$ cat src/rtl/cdb_arbiter.sv
// Common-data-bus arbiter: two 2-entry result queues (FU1, FU2) share one
// registered CDB broadcast slot, granted round-robin, one result per cycle.
module cdb_arbiter #(
    parameter int DATA_W = 32,
    parameter int TAG_W  = 4,
    parameter int DEPTH  = 2
) (
    input  logic              clk,
    input  logic              rst_n,
    input  logic              flush,
    input  logic              fu1_valid,
    input  logic [TAG_W-1:0]  fu1_tag,
    input  logic [DATA_W-1:0] fu1_data,
    output logic              fu1_ready,
    input  logic              fu2_valid,
    input  logic [TAG_W-1:0]  fu2_tag,
    input  logic [DATA_W-1:0] fu2_data,
    output logic              fu2_ready,
    output logic              cdb_valid,
    output logic [TAG_W-1:0]  cdb_tag,
    output logic [DATA_W-1:0] cdb_data,
    output logic              cdb_src
);
    localparam int ENT_W = TAG_W + DATA_W;
    localparam logic [1:0] FULL = 2'(DEPTH);

    typedef enum logic {RR_FU1 = 1'b0, RR_FU2 = 1'b1} rr_e;

    logic [ENT_W-1:0] r_mem [2][DEPTH];
    logic             r_wp  [2];
    logic             r_rp  [2];
    logic [1:0]       r_cnt [2];
    rr_e              r_rr;

    logic             w_valid [2];
    logic [ENT_W-1:0] w_in    [2];
    logic [ENT_W-1:0] w_head  [2];
    logic             w_ne    [2];
    logic             w_push  [2];
    logic             w_pop   [2];

    // Ready depends only on registered occupancy, never on valid.
    assign fu1_ready = (r_cnt[0] < FULL);
    assign fu2_ready = (r_cnt[1] < FULL);

    always_comb begin
        w_valid[0] = fu1_valid;
        w_valid[1] = fu2_valid;
        w_in[0]    = {fu1_tag, fu1_data};
        w_in[1]    = {fu2_tag, fu2_data};
        for (int unsigned u = 0; u < 2; u++) begin
            w_ne[u]   = (r_cnt[u] != 2'd0);
            w_push[u] = w_valid[u] && (r_cnt[u] < FULL);
            w_head[u] = r_mem[u][r_rp[u]];
        end
        w_pop[0] = w_ne[0] && (!w_ne[1] || (r_rr == RR_FU1));
        w_pop[1] = w_ne[1] && (!w_ne[0] || (r_rr == RR_FU2));
    end

    // Queue storage carries no reset; occupancy state alone decides validity.
    always_ff @(posedge clk) begin
        if (rst_n && !flush) begin
            for (int unsigned u = 0; u < 2; u++) begin
                if (w_push[u]) r_mem[u][r_wp[u]] <= w_in[u];
            end
        end
    end

    always_ff @(posedge clk) begin
        if (!rst_n) begin
            for (int unsigned u = 0; u < 2; u++) begin
                r_wp[u]  <= 1'b0;
                r_rp[u]  <= 1'b0;
                r_cnt[u] <= '0;
            end
            r_rr      <= RR_FU1;
            cdb_valid <= 1'b0;
            cdb_tag   <= '0;
            cdb_data  <= '0;
            cdb_src   <= 1'b0;
        end else if (flush) begin
            for (int unsigned u = 0; u < 2; u++) begin
                r_wp[u]  <= 1'b0;
                r_rp[u]  <= 1'b0;
                r_cnt[u] <= '0;
            end
            r_rr      <= RR_FU1;
            cdb_valid <= 1'b0;
        end else begin
            for (int unsigned u = 0; u < 2; u++) begin
                if (w_push[u]) r_wp[u] <= ~r_wp[u];
                if (w_pop[u])  r_rp[u] <= ~r_rp[u];
                r_cnt[u] <= r_cnt[u] + {1'b0, w_push[u]} - {1'b0, w_pop[u]};
            end
            cdb_valid <= w_pop[0] || w_pop[1];
            if (w_pop[0]) begin
                {cdb_tag, cdb_data} <= w_head[0];
                cdb_src             <= 1'b0;
                r_rr                <= RR_FU2;
            end else if (w_pop[1]) begin
                {cdb_tag, cdb_data} <= w_head[1];
                cdb_src             <= 1'b1;
                r_rr                <= RR_FU1;
            end
        end
    end
endmodule
$ cat config.mk
export PLATFORM = sky130hd
export DESIGN_NAME = cdb_arbiter
export DESIGN_NICKNAME = d
export VERILOG_FILES = /design/src/rtl/cdb_arbiter.sv
export SDC_FILE = /design/constraint.sdc
export NUM_CORES = 1
export LEC_CHECK = 0
export CAP_MARGIN = 20
export CORE_UTILIZATION = 45
export CTS_BUF_LIST = sky130_fd_sc_hd__clkbuf_4
export DETAILED_ROUTE_END_ITERATION = 16
export PLACE_DENSITY = 0.7
export SYNTH_ARGS = -nofsm -noshare
export SYNTH_HDL_FRONTEND = slang
export SYNTH_SLANG_ARGS = --single-unit
$ cat constraint.sdc
create_clock -name clk -period 3.97 [get_ports clk]
set_input_delay 0.397 -clock clk [delete_from_list [all_inputs] [get_ports clk]]
set_output_delay 0.397 -clock clk [all_outputs]
set_load 0.02 [all_outputs]
Word level (Yosys, flattened, before mapping):

Memory sizes are Yosys's and may differ from the RTL's.
Index checks and enable logic that the tools add are counted.
Widths: inputs -> output; s select.

* add/sub/neg operators: 4
* magnitude comparators: 8
* multiplexer cells: 57
* bitwise gates (word level): 23
* reduce and logical (&&, ||, !) cells: 18

Operator list (count)
* $mux 36: 8
* $mux 72: 2
* $demux 36 s1: 2
* $mux 32: 2
* $mux 1: 37
* $or 1x1->1: 12
* $ge 2x2->1 const B: 4
* $mux 2: 4
* $mux 4: 2
* $not 1->2: 4
* $logic_and 1x1->1: 7
* $not 1->1: 7
* $reduce_bool 2->1: 3
* $add 2x1->2: 2
* $lt 2x1->1 const B: 2
* $lt 2x2->1 const B: 2
* $sub 2x1->2: 2
* $logic_not 1->1: 3
* $logic_or 1x1->1: 3
* $reduce_and 2->1: 1
* $reduce_or 2->1: 1

* flip-flop bits (word level): 39
* memory bits (writable): 152
* input port bits: 77
* output and inout bits: 40
* word-level logic and storage cells: 119
* memories: 4

Memory list
* r_mem: depth 2, width 72, read ports 2, clocked after Yosys merged registers in 0, write ports 2, line 29 `logic [ENT_W-1:0] r_mem [2][DEPTH];`
* r_cnt: depth 2, width 2, read ports 2, clocked after Yosys merged registers in 0, write ports 2, line 32 `logic [1:0] r_cnt [2];`
* r_rp: depth 2, width 1, read ports 2, clocked after Yosys merged registers in 0, write ports 2, line 31 `logic r_rp [2];`
* r_wp: depth 2, width 1, read ports 2, clocked after Yosys merged registers in 0, write ports 2, line 30 `logic r_wp [2];`

Depth between registers and ports, before layout:

* depth in word-level cells: 9
* depth in mapped cells: 9
* mapped depth without buffers: 9

Worst setup path after synthesis:

No wires, ideal clock.

* kind: flip-flop to flip-flop
* from: mem r_cnt[1][1] (netlist: r_cnt[0][3])
* to: mem r_mem[0][108] (netlist bit), enable pin
* library setup time: 0.474 ns
* arrival: 3.333 ns
* path slack: 0.163 ns
* stages on the path, launching flop included: 4
* path buffers: 0
* clock period less this slack: 3.807 ns
* cells stage by stage: edfxtp_1 > inv_1 > nand2_1 > nor3_1

RTL lines (line)
* start: declaration: 32
* end: declaration: 29

==> flow_summary.json <==
{
  "post_cts_buffers": 0,
  "syn_inst": 452,
  "clk_latency_ps": 560,
  "reg2reg_depth": 5,
  "status": "finished, final reports clean",
  "cp-start-kind": "input pin",
  "grt_pass1_wl_um": 21700,
  "synth_flop_cell": "edfxtp_1",
  "grt_max_degree": 39,
  "rows": 45,
  "path_cells": "clkdlybuf4s50_1 > nor2b_1 > and3_2",
  "power_switching_uw": 919,
  "cts.path.max_buffers": 2,
  "p_leak_uw": 0.00300,
  "synth_cell_types": 34,
  "dp_cells": 765,
  "num_vias": 4151,
  "fin_worst_skew_ps": 12.6,
  "start_util": 0.469,
  "stdcell_count": 797,
  "synth_area_um2": 7240,
  "comb_power_share": 0.121,
  "relSlewSlack": 0.308,
  "cp_num_buf_inv": 1,
  "grtUsageTotal": 0.183,
  "fin_nets": 653,
  "holdWs_ps": 404,
  "tightest_slew_ps": 1040,
  "wl_um": 14500,
  "cp.depth": 3,
  "layout_common_cells": "edfxtp_1 (152), clkdlybuf4s50_1 (116), nand2_1 (67)",
  "fin_setup_tns_ps": 0,
  "drc": 0,
  "via_per_inst": 5.21,
  "drv_slew": 0,
  "ir_worst_vdd_mv": 0.246,
  "finalSetupViolCount": 0,
  "die_w_um": 129,
  "async_flop_share": 0,
  "area.growth.synth_to_final_pct": 22.7,
  "p_per_area_nw_per_um2": 429,
  "max_clock_freq_mhz": 410,
  "numCtsBuffers": 17,
  "p_int_uw": 2890,
  "drive_gt1_frac": 0.104,
  "fin_crit_sh": 0.615,
  "cts_hold_buffers": 0,
  "synth-edff-count": 152,
  "grt_antenna_before_repair": 0,
  "final_common_cell": "edfxtp_1",
  "drt_first_pass_iters": 4,
  "seq_area_frac_synth": 0.739,
  "ys_seq_elements": 191,
  "clock-sinks": 191,
  "tritoncts": "done",
  "dieArea_um2": 16600,
  "fin_crit_ps": 2440,
  "wire_per_inst_um": 18.2,
  "overflow": 0,
  "clock-root-buffer": "clkbuf_4",
  "ant_nets": 0,
  "cp_data_arrival_time_ps": 2640,
  "htree_levels": 4,
  "grt_pass1_vias": 4123,
  "drtIter0Drc": 281,
  "seqPwrFrac": 0.598,
  "critPathKind": "in -> reg",
  "core_area_um2": 15400,
  "cp_slowest_stage_delay_ps": 920,
  "cts.repair.resized": 0,
  "min_from": "fu1_tag[0]",
  "finalPower_uw": 3810,
  "cp_data_required_time_ps": 4170,
  "cap_violations": 0,
  "crit_start": "rst_n",
  "diodes": 0,
  "gp_congestion": 0.761,
  "portBuffers": 116,
  "rsz0062_at_grt": "false",
  "power.share.clock": 0.280,
  "path_clk_slew_ps": 140,
  "crit_fanout": 36,
  "hold_violations": 0,
  "critPathTopFamily": "simple AND/OR/NAND/NOR gates",
  "critPathSlowestCell": "and3_2",
  "p_sw_frac": 0.241,
  "min_path_cells": 1,
  "syn_avg_cell_area_um2": 16.0,
  "io_pins": 117,
  "place_hpwl_um": 9620,
  "hold_path_class": "in -> reg",
  "critPathCaptureType": "flop",
  "die_h_um": 129,
  "ys_warn_count": 0,
  "rr_startpoint": "r_cnt[0][3]"
}
-- stage by stage --
stage / worst slack, ps / area (um2) / utilization
finish: 1530 / 8870 / 0.575
global route: 1420 / 8870 / 0.575
CTS: 1590 / 8870 / 0.575
detailed placement: 963 / 8580 / 0.556
global placement: 1030 / 8580 / 0.556
floorplan: 163 / 7250 / -
-- metal layers --
metal | up-vias | global-route usage | part of all wire
li1 | 1951 | - | -
met1 | 2064 | 0.226 | 0.43
met2 | 118 | 0.314 | 0.51
met3 | 18 | 0.0449 | 0.049
met4 | 0 | 0.0657 | 0.013
met5 | - | 0 | 0
-- final cells by class --
class                           count  area, um2
Sequential cell                   191       5350
Clock buffer                       17        128
Inverter                            6       22.5
Fill cell                        1252       6550
Multi-Input combinational cell    234       1720
Tap cell                          211        264
Clock inverter                     15        171
Timing Repair Buffer              123       1230
-- cells in the mapped netlist (2+ instances only) --
cell type / instances / share of area
dfxtp_1: 39 / 0.11
a32o_1: 30 / 0.042
nand2_1: 67 / 0.035
and2_1: 2 / 0.0017
buf_4: 9 / 0.0093
ha_1: 3 / 0.0052
inv_1: 6 / 0.0031
a21oi_2: 6 / 0.0073
o21ai_0: 8 / 0.0055
xnor2_1: 2 / 0.0024
mux2i_1: 66 / 0.091
mux2_2: 6 / 0.0093
nor2_1: 6 / 0.0031
edfxtp_1: 152 / 0.63
o21ai_1: 6 / 0.0042
nor2_2: 3 / 0.0026
a21oi_1: 7 / 0.0048
and3_1: 2 / 0.0017
nand2b_1: 2 / 0.0017
buf_6: 6 / 0.0093
nor3_1: 4 / 0.0028
buf_2: 8 / 0.0055
-- cell families after synthesis --
family	after synthesis	share of synthesized area
and+or+nand+nor	92	0.0567
other	1	0.000518
adders and majority gates	3	0.00519
AOI/OAI and AO/OA	60	0.0667
xor gates and xnor gates	3	0.00363
DFF	191	0.739
buffers and inverters	30	0.0278
muxes	72	0.101
-- power groups by stage --
stage | sequential [uW] | clock, uW | combinational (uW)
after floorplan | 2350 | 0 | 221
after global placement | 2320 | 0 | 457
after detailed placement | 2330 | 0 | 465
after CTS | 2280 | 1090 | 467
after global routing | 2290 | 1170 | 496
final | 2280 | 1070 | 463
-- path summary, 6_finish.rpt --
check            endpoint  slack (ps)
max           r_mem[0][1]        1530
min          r_mem[0][32]         400
max reg2reg  cdb_data[23]        1640
min reg2reg  cdb_data[22]         480
-- registers in the layout, summed over array words and instances, names as in the netlist --
signal,flops
cdb_data,32
r_mem,144
cdb_tag,4
cdb_valid,1
r_rr,1
r_cnt,4
r_rp,2
cdb_src,1
r_wp,2
Power figures use the tool's default switching activity.
